[config.mk]
export PLATFORM = sky130hd
export DESIGN_NAME = capture_sequencer_flat
export DESIGN_NICKNAME = d
export VERILOG_FILES = /design/src/rtl/capture_sequencer_if.sv /design/src/rtl/capture_sequencer.sv /design/src/flat_wrapper.sv
export SDC_FILE = /design/constraint.sdc
export NUM_CORES = 1
export LEC_CHECK = 0
export ABC_AREA = 1
export BUFFER_PORTS_ARGS = -buffer_cell sky130_fd_sc_hd__buf_2
export CORE_AREA = 2 2 113 115
export DETAILED_ROUTE_END_ITERATION = 16
export DIE_AREA = 0 0 115 117
export GPL_TIMING_DRIVEN = 0
export SYNTH_ARGS = -nofsm -noshare
export SYNTH_HDL_FRONTEND = slang
export SYNTH_SLANG_ARGS = --single-unit
export TNS_END_PERCENT = 10
[constraint.sdc]
create_clock -name iCLK -period 2 [get_ports iCLK]
set_input_delay 0.6 -clock iCLK [delete_from_list [all_inputs] [get_ports iCLK]]
set_output_delay 0.6 -clock iCLK [all_outputs]
set_load 0.01 [all_outputs]
[src/rtl/capture_sequencer_if.sv]
// Sensor-side and pixel-side signal bundle for capture_sequencer.
// The master modport is the sensor/controller side; the slave modport is the sequencer.
interface capture_sequencer_if;

    logic        iSTART;
    logic        iSTOP;
    logic        iFVAL;
    logic        iLVAL;
    logic [11:0] iDATA;

    logic [11:0] oDATA;
    logic        oDVAL;
    logic [10:0] oX_Cont;
    logic [10:0] oY_Cont;
    logic [31:0] oFrame_Cont;
    logic        oFIFO_CLR;
    logic        oBUSY;
    logic [1:0]  oERR;

    modport master (
        output iSTART, iSTOP, iFVAL, iLVAL, iDATA,
        input  oDATA, oDVAL, oX_Cont, oY_Cont, oFrame_Cont, oFIFO_CLR, oBUSY, oERR
    );

    modport slave (
        input  iSTART, iSTOP, iFVAL, iLVAL, iDATA,
        output oDATA, oDVAL, oX_Cont, oY_Cont, oFrame_Cont, oFIFO_CLR, oBUSY, oERR
    );

endinterface

[src/rtl/capture_sequencer.sv]
// Frame capture sequencer: waits for a whole sensor frame, forwards line pixels with
// column/row indices, counts frames, and pulses a row-FIFO clear between frames.
module capture_sequencer #(
    parameter int unsigned COLUMN_WIDTH = 1280,
    parameter int unsigned FLUSH_CYCLES = 4
) (
    input  logic             iCLK,
    input  logic             iRST,
    capture_sequencer_if.slave bus
);

    localparam int unsigned DATA_W  = 12;
    localparam int unsigned CNT_W   = 11;
    localparam int unsigned FRAME_W = 32;
    localparam int unsigned FLUSH_W = 4;

    localparam logic [CNT_W-1:0]   COL_MAX    = CNT_W'(COLUMN_WIDTH);
    localparam logic [CNT_W-1:0]   ROW_MAX    = {CNT_W{1'b1}};
    localparam logic [FLUSH_W-1:0] FLUSH_LAST = FLUSH_W'(FLUSH_CYCLES);

    localparam logic [1:0] S_IDLE     = 2'd0;
    localparam logic [1:0] S_WAIT_SOF = 2'd1;
    localparam logic [1:0] S_ACTIVE   = 2'd2;
    localparam logic [1:0] S_FLUSH    = 2'd3;

    logic [1:0]         state,     state_n;
    logic               fval_d,    lval_d;
    logic [CNT_W-1:0]   col_cnt,   col_n;
    logic [CNT_W-1:0]   row_cnt,   row_n;
    logic [FLUSH_W-1:0] flush_cnt, flush_n;
    logic               stop_pend, stop_n;
    logic [DATA_W-1:0]  data_q,    data_n;
    logic               dval_q,    dval_n;
    logic [CNT_W-1:0]   x_q,       x_n;
    logic [CNT_W-1:0]   y_q,       y_n;
    logic [FRAME_W-1:0] frame_q,   frame_n;
    logic               clr_q,     clr_n;
    logic               busy_q,    busy_n;
    logic [1:0]         err_q,     err_n;

    logic             fval_rise, fval_fall, line_end, pix_in, accept;
    logic [CNT_W-1:0] row_inc, row_final;

    assign fval_rise = bus.iFVAL & ~fval_d;
    assign fval_fall = ~bus.iFVAL & fval_d;
    assign line_end  = lval_d & (~bus.iLVAL | ~bus.iFVAL);
    assign pix_in    = (state == S_ACTIVE) & bus.iFVAL & bus.iLVAL & ~fval_rise;
    assign accept    = pix_in & (col_cnt != COL_MAX);
    assign row_inc   = (row_cnt == ROW_MAX) ? row_cnt : row_cnt + CNT_W'(1);
    // Row count as it will stand after this cycle, used for the frame-end parity check
    assign row_final = line_end ? row_inc : row_cnt;

    // Next-state and next-output logic
    always_comb begin
        state_n = state;
        col_n   = col_cnt;
        row_n   = row_cnt;
        flush_n = flush_cnt;
        stop_n  = stop_pend;
        data_n  = data_q;
        dval_n  = 1'b0;
        x_n     = x_q;
        y_n     = y_q;
        frame_n = frame_q;
        clr_n   = 1'b0;
        err_n   = err_q;

        if (line_end) begin
            col_n = '0;
        end

        case (state)
            S_IDLE: begin
                if (bus.iSTART && !bus.iSTOP) begin
                    state_n = S_WAIT_SOF;
                    err_n   = 2'b00;
                end
            end
            S_WAIT_SOF: begin
                if (bus.iSTOP) begin
                    state_n = S_IDLE;
                end else if (fval_rise) begin
                    state_n = S_ACTIVE;
                    row_n   = '0;
                end
            end
            S_ACTIVE: begin
                if (accept) begin
                    dval_n = 1'b1;
                    data_n = bus.iDATA;
                    x_n    = col_cnt;
                    y_n    = row_cnt;
                    col_n  = col_cnt + CNT_W'(1);
                end else if (pix_in) begin
                    err_n[0] = 1'b1;
                end
                if (line_end) begin
                    row_n = row_inc;
                    if (col_cnt != COL_MAX) begin
                        err_n[0] = 1'b1;
                    end
                end
                if (bus.iSTOP) begin
                    stop_n = 1'b1;
                end
                if (fval_fall) begin
                    state_n = S_FLUSH;
                    flush_n = '0;
                    frame_n = frame_q + FRAME_W'(1);
                    if (row_final[0] || (row_final == '0)) begin
                        err_n[1] = 1'b1;
                    end
                end
            end
            S_FLUSH: begin
                // First FLUSH cycle keeps the clear low so the pulse lies wholly inside FLUSH
                if (flush_cnt == FLUSH_LAST) begin
                    state_n = stop_pend ? S_IDLE : S_WAIT_SOF;
                    stop_n  = 1'b0;
                end else begin
                    flush_n = flush_cnt + FLUSH_W'(1);
                    clr_n   = 1'b1;
                end
            end
            default: begin
                state_n = S_IDLE;
            end
        endcase

        busy_n = (state_n != S_IDLE);
    end

    // State and output registers
    always_ff @(posedge iCLK) begin
        if (iRST) begin
            state     <= S_IDLE;
            fval_d    <= 1'b0;
            lval_d    <= 1'b0;
            col_cnt   <= '0;
            row_cnt   <= '0;
            flush_cnt <= '0;
            stop_pend <= 1'b0;
            data_q    <= '0;
            dval_q    <= 1'b0;
            x_q       <= '0;
            y_q       <= '0;
            frame_q   <= '0;
            clr_q     <= 1'b0;
            busy_q    <= 1'b0;
            err_q     <= 2'b00;
        end else begin
            state     <= state_n;
            fval_d    <= bus.iFVAL;
            lval_d    <= bus.iLVAL;
            col_cnt   <= col_n;
            row_cnt   <= row_n;
            flush_cnt <= flush_n;
            stop_pend <= stop_n;
            data_q    <= data_n;
            dval_q    <= dval_n;
            x_q       <= x_n;
            y_q       <= y_n;
            frame_q   <= frame_n;
            clr_q     <= clr_n;
            busy_q    <= busy_n;
            err_q     <= err_n;
        end
    end

    assign bus.oDATA       = data_q;
    assign bus.oDVAL       = dval_q;
    assign bus.oX_Cont     = x_q;
    assign bus.oY_Cont     = y_q;
    assign bus.oFrame_Cont = frame_q;
    assign bus.oFIFO_CLR   = clr_q;
    assign bus.oBUSY       = busy_q;
    assign bus.oERR        = err_q;

endmodule

[src/flat_wrapper.sv]
// flat-port wrapper written by rule: the top's interface ports become plain ports
module capture_sequencer_flat 
#(
    parameter int unsigned COLUMN_WIDTH = 1280,
    parameter int unsigned FLUSH_CYCLES = 4
)
  (iCLK, iRST, bus_iSTART, bus_iSTOP, bus_iFVAL, bus_iLVAL, bus_iDATA, bus_oDATA, bus_oDVAL, bus_oX_Cont, bus_oY_Cont, bus_oFrame_Cont, bus_oFIFO_CLR, bus_oBUSY, bus_oERR);
  capture_sequencer_if bus_i ();
  input  logic iCLK;
  input  logic iRST;
  input wire logic [$bits(bus_i.iSTART)-1:0] bus_iSTART;
  input wire logic [$bits(bus_i.iSTOP)-1:0] bus_iSTOP;
  input wire logic [$bits(bus_i.iFVAL)-1:0] bus_iFVAL;
  input wire logic [$bits(bus_i.iLVAL)-1:0] bus_iLVAL;
  input wire logic [$bits(bus_i.iDATA)-1:0] bus_iDATA;
  output wire logic [$bits(bus_i.oDATA)-1:0] bus_oDATA;
  output wire logic [$bits(bus_i.oDVAL)-1:0] bus_oDVAL;
  output wire logic [$bits(bus_i.oX_Cont)-1:0] bus_oX_Cont;
  output wire logic [$bits(bus_i.oY_Cont)-1:0] bus_oY_Cont;
  output wire logic [$bits(bus_i.oFrame_Cont)-1:0] bus_oFrame_Cont;
  output wire logic [$bits(bus_i.oFIFO_CLR)-1:0] bus_oFIFO_CLR;
  output wire logic [$bits(bus_i.oBUSY)-1:0] bus_oBUSY;
  output wire logic [$bits(bus_i.oERR)-1:0] bus_oERR;
  assign bus_i.iSTART = bus_iSTART;
  assign bus_i.iSTOP = bus_iSTOP;
  assign bus_i.iFVAL = bus_iFVAL;
  assign bus_i.iLVAL = bus_iLVAL;
  assign bus_i.iDATA = bus_iDATA;
  assign bus_oDATA = bus_i.oDATA;
  assign bus_oDVAL = bus_i.oDVAL;
  assign bus_oX_Cont = bus_i.oX_Cont;
  assign bus_oY_Cont = bus_i.oY_Cont;
  assign bus_oFrame_Cont = bus_i.oFrame_Cont;
  assign bus_oFIFO_CLR = bus_i.oFIFO_CLR;
  assign bus_oBUSY = bus_i.oBUSY;
  assign bus_oERR = bus_i.oERR;
  capture_sequencer #(.COLUMN_WIDTH(COLUMN_WIDTH), .FLUSH_CYCLES(FLUSH_CYCLES)) u_core (.iCLK(iCLK), .iRST(iRST), .bus(bus_i));
endmodule
# ---- Word-level counts from Yosys, hierarchy flattened
# Index checks and enable logic that the tools add are counted.
dict set report op_classes {
  muxes 31
  add_sub_neg 4
  bitwise_logic 14
  reduce_logical 18
  n_eq_ne 14
}
# cell count
set op_table {}
lappend op_table {{$mux 11} 7}
lappend op_table {{$add 32x1->32 const B} 1}
lappend op_table {{$add 11x1->11 const B} 2}
lappend op_table {{$pmux 11 s2} 1}
lappend op_table {{$mux 2} 6}
lappend op_table {{$eq 11x11->1 const B} 1}
lappend op_table {{$logic_not 11->1} 1}
lappend op_table {{$mux 1} 11}
lappend op_table {{$ne 11x11->1 const B} 1}
lappend op_table {{$reduce_and 3->1} 3}
lappend op_table {{$mux 4} 2}
lappend op_table {{$ne 2x1->1 const B} 4}
lappend op_table {{$ne 2x2->1 const B} 4}
lappend op_table {{$pmux 2 s4} 1}
lappend op_table {{$pmux 4 s2} 1}
lappend op_table {{$reduce_bool 2->1} 4}
lappend op_table {{$and 1x1->1} 7}
lappend op_table {{$not 1->1} 6}
lappend op_table {{$reduce_and 2->1} 3}
lappend op_table {{$add 4x1->4 const B} 1}
lappend op_table {{$eq 2x2->1 const B} 2}
lappend op_table {{$eq 4x3->1 const B} 1}
lappend op_table {{$pmux 2 s2} 1}
lappend op_table {{$reduce_and 4->1} 1}
lappend op_table {{8 further kinds} 9}
dict set report word_totals {
  register_bits 102
  in_bits 18
  output_inout_bits 71
  elab_cells 97
}

# ---- Depth between registers and ports, before layout
dict set report depth {
  word_depth 9
  ltp_mapped 14
}

# ---- Worst setup path before layout
# Ideal clock, no wire load.
dict set report synth_timing {
  path_kind {input -> register}
  start {input port bus_iFVAL}
  end {register u_core.frame_q[26] (netlist: u_core.bus.oFrame_Cont[26])}
  setup_ns 0.128
  slack_ns 0.098
  path_stages 10
  arrival_ns 1.774
  t_required_ns 1.872
  path_cell_list {nor2_1 nand2_4 nor3_4 nand3_2 nor2_4 nand2_4 nor2_8 nand3_2 xor2_1 nor2_1}
}
dict set report synth_via {
  elab_chain_len 3
}
# item line
set synth_rtl {}
lappend synth_rtl {{start, declared} flat_wrapper.sv:13} ;# input wire logic [$bits(bus_i.iFVAL)-1:0] bus_iFVAL;
lappend synth_rtl {{$not 1->1} capture_sequencer.sv:45} ;# assign fval_fall = ~bus.iFVAL & fval_d;
lappend synth_rtl {{$and 1x1->1} capture_sequencer.sv:45}
lappend synth_rtl {{$reduce_and 2->1 (no line)} -}
lappend synth_rtl {{end signal, assigned} capture_sequencer.sv:163} ;# frame_q <= frame_n;
lappend synth_rtl {{end, declared} capture_sequencer.sv:36} ;# logic [FRAME_W-1:0] frame_q, frame_n;
# No other way between the ends.
# A chain may end at the register's enable or synchronous reset.

# ---- Final worst setup path
# Ends and elaborated chain as after synthesis.

==> impl_results.md <==
* Run status: completed
* Fmax at 501.9 MHz
* Part of the cycle the worst path needs at between 90 and 100%
* Library cells used by synthesis at 38
* Syn Inst Count at between 600 and 700
* Rel. slew slack at 54.52%
* Maximum VDD drop at 0.4457 mV
* Syn Nets at 699
* Layout cells sized above 1 at 20.43%
* Reg-to-reg startpoint: u_core.state[1]
* HP Class: primary input to flop
* GR Util All Layers at 20.13%
* Initial drt markers at 348
* DR vias at ~4800
* Design Area, Final at a little under 6000 um^2
* Syn avg cell area at 7.042 um^2
* Primary FF master, synth: dfxtp_1
* Critical path capture point type: flop
* # setup viols final at 0
* Crit path cell chain: buf_2 -> nor2_2 -> nand2_4 -> nor3_4 -> nand3_4 -> nor2_4 -> nand2_4 -> nor2_8 -> nand3_2 -> xor2_1 -> nor2_1
* Effective utilization at floorplan at 38.61%
* Largest net degree at the start of global routing at 16
* Slowest stage delay, CP at 0.31 ns
* Drt drc at 0
* Post-synth EDFFs at 0
* Area growth, synth to finish at 24.74%
* Clock transition at the registers of the reported paths at about 0.07 ns
* Drt total wl at 13.52 mm
* Reg2reg end: u_core.bus.oFrame_Cont[26]
* Vias in the first global route at 4302
* Leading area contributor after synthesis: dfxtp_1
* Post-DP HPWL at roughly 10 mm
* Hold EP: u_core.bus.oDATA[1]
* LEAKAGE at 2.549 nW
* Root buf cell: clkbuf_16
* Power density over the cells at 697.9 nW/um^2
* Port bufs at a little under 90
* Via density at 5.064
* FF+latch count, synth at 102
* Clk sinks at 102
* Final Total Pwr at 0.004138 W
* Mapped cell area at 4753 um^2
* Site Rows at 41
* CP arrival at 2.21 ns
* Hold buffers post-CTS at 0
* Skew final at 0.007682 ns
* Kind of critical path: primary input to flop
* H-tree depth at 3
* Worst slew pin tran at 0.6822 ns
* Yosys warning total at 0
* CTS Buf Count at 9
* Setup slack, reg-to-reg at 0.02 ns
* Post-place instance area at between 5000 and 6000 um^2
* Hold Path Cell Cnt at 3
* CP Launch Type: primary input
* Seq/Total Area, Yosys at between 40% and 50%
* Hold_sp: bus_iDATA[1]
* Critical Path RT at 2.21 ns
* Worst-skew pair later-pin latency at ~0.35 ns
* Count leader, synth: nand2_1
* Ports at 89
* Antenna-violating nets left at 0
* # diodes at 0
* Post-synth top area share at between 40% and 50%
* R2R cell count at 11
* Vert. Die Dim at 117 um
* Final Max Tran Viols at 0
* Post-synth top cells: 149 x nand2_1, 102 x dfxtp_1, 76 x inv_1, 76 x nor2_1, 68 x nand3_1
* Grt total ovfl at 0
* Antenna violations before repair at 0
* Ys async rst share at 0%
* Critical path's slowest cell: nor3_4
* Most used cell, CP: nand2_4
* Gpl congestion at 0.9012
* Critical Path Start: bus_iFVAL
* Layout fillers at 1267
* RSZ-0062 raised after global routing: true
* Final Critical Period at 1.992 ns
* Worst-path maximum fanout at 5
* Die Wd at 115 um
* Top cells by area, synth: dfxtp_1 43%, nand2_1 12%, nand3_1 7.2%, inv_1 6.0%, nor2_1 6.0%
* Routed WL per cell at 14.34 um
* Die ar. at 13460 um^2
* Final #Nets at 813
* TritonCTS clock tree: done
* First-pass GRT wire length at 21.10 mm
* Max_cap viols at 0
* CTS max path bufs at 2
* Final hold vios at 0
* Core area at 12310 um^2
* Initial DRT Pass Iterations at 5
-- routing by layer --
| metal | up-vias | part of all wire, % | global-route usage (%) |
|---|---|---|---|
| met2 | 113 | 47 | 33.25 |
| met5 | - | 0 | 0 |
| met4 | 0 | 2.4 | 8.594 |
| met1 | 2210 | 45 | 26.17 |
| li1 | 2431 | - | - |
| met3 | 21 | 5.1 | 3.347 |
-- where the power goes --
group          internal [W]  total (W)  switching, W
Sequential          0.00204    0.00205     0.0000107
Combinational     0.0000526   0.000175      0.000123
Clock               0.00116    0.00191      0.000752
Total               0.00325    0.00414      0.000886
-- worst max-delay path by stage --
| stage | end | slack [ns] | depth (start not counted) |
|---|---|---|---|
| global route | u_core.bus.oFrame_Cont[29] | -0.11 | 9 |
| floorplan | u_core.bus.oFrame_Cont[26] | 0.1 | 10 |
| CTS | u_core.bus.oFrame_Cont[26] | -0.004 | 11 |
| global placement | u_core.bus.oFrame_Cont[29] | -0.40 | 9 |
| detailed placement | u_core.bus.oFrame_Cont[29] | -0.44 | 9 |
| finish | u_core.bus.oFrame_Cont[26] | 0.008 | 11 |
-- stage by stage --
stage | hold slack, ns | setup slack, ns | std cells | setup TNS, ns | util, %
final | 0.4386 | 0.007620 | 943 | 0 | 48.16
after global routing | 0.4386 | -0.1132 | 943 | -1.751 | 48.16
after CTS | 0.4306 | -0.004126 | 928 | -0.004126 | 46.47
after detailed placement | 0.4498 | -0.4374 | 912 | -11.81 | 43.67
after global placement | 0.4432 | -0.4005 | 912 | -10.21 | 43.67
after floorplan | 0.4500 | 0.09807 | 675 | 0 | -
-- what timing repair did --
action | CTS | global route
buffers inserted | 1 | 15
gates resized for setup | 6 | 45
gates cloned | 0 | 1
pin swaps | 1 | 11
setup endpoints to repair | 16 | 58
-- registers in the layout, indices dropped and copies added (netlist names), 2 cells and up --
signal / count
u_core.bus.oY_Cont: 11
u_core.bus.oERR: 2
u_core.bus.oX_Cont: 11
u_core.bus.oFrame_Cont: 32
u_core.col_cnt: 11
u_core.row_cnt: 11
u_core.bus.oDATA: 12
u_core.flush_cnt: 4
u_core.state: 2
-- layout make-up --
type	instances	area, um^2	area share, %
multi-input combinational	471	2390	40.30
sequential	102	2053	34.63
timing repair buffer	103	555.5	9.369
inverter	79	302.8	5.107
clock buffer	12	256.5	4.326
tap	150	187.7	3.165
buffer	23	116.4	1.962
clock inverter	3	67.56	1.139
-- cell families (layout without fill, tap and decap cells) --
family / after synthesis / count (layout) / synth area share, %
AO/OA/AOI/OAI: 92 / 92 / 10.40
adder cells (fa/ha/maj): 6 / 6 / 1.579
buffers and inverters: 103 / 220 / 8.265
flip-flops: 102 / 102 / 42.96
XOR/XNOR: 12 / 12 / 2.211
AND/OR/NAND/NOR: 360 / 361 / 34.59
-- worst max-delay path: cells and delay by family --
family	cells	cell delay (ns)
simple gates	9	1.31
xor+xnor	1	0.15
buf+inv	1	0.13
-- cell usage in the layout, fill, tap and decap left out, types with 3 or more instances in the layout --
cell type / synthesis / routed
a21oi_1: 40 / 40
buf_2: 5 / 88
buf_4: 0 / 18
clkbuf_1: 16 / 11
clkbuf_16: 0 / 9
clkbuf_2: 0 / 5
dfxtp_1: 102 / 97
dfxtp_2: 0 / 3
ha_1: 6 / 5
inv_1: 76 / 73
inv_2: 2 / 3
nand2_1: 149 / 148
nand2_2: 1 / 3
nand3_1: 68 / 68
nand4_1: 16 / 16
nor2_1: 76 / 71
nor2_2: 1 / 6
nor2_4: 3 / 3
nor3_1: 27 / 24
nor3_4: 2 / 3
nor4_1: 7 / 7
o21ai_0: 39 / 34
o21ai_1: 0 / 5
xnor2_1: 3 / 3
xor2_1: 9 / 9
No activity file was read; power rests on OpenSTA's default activity.
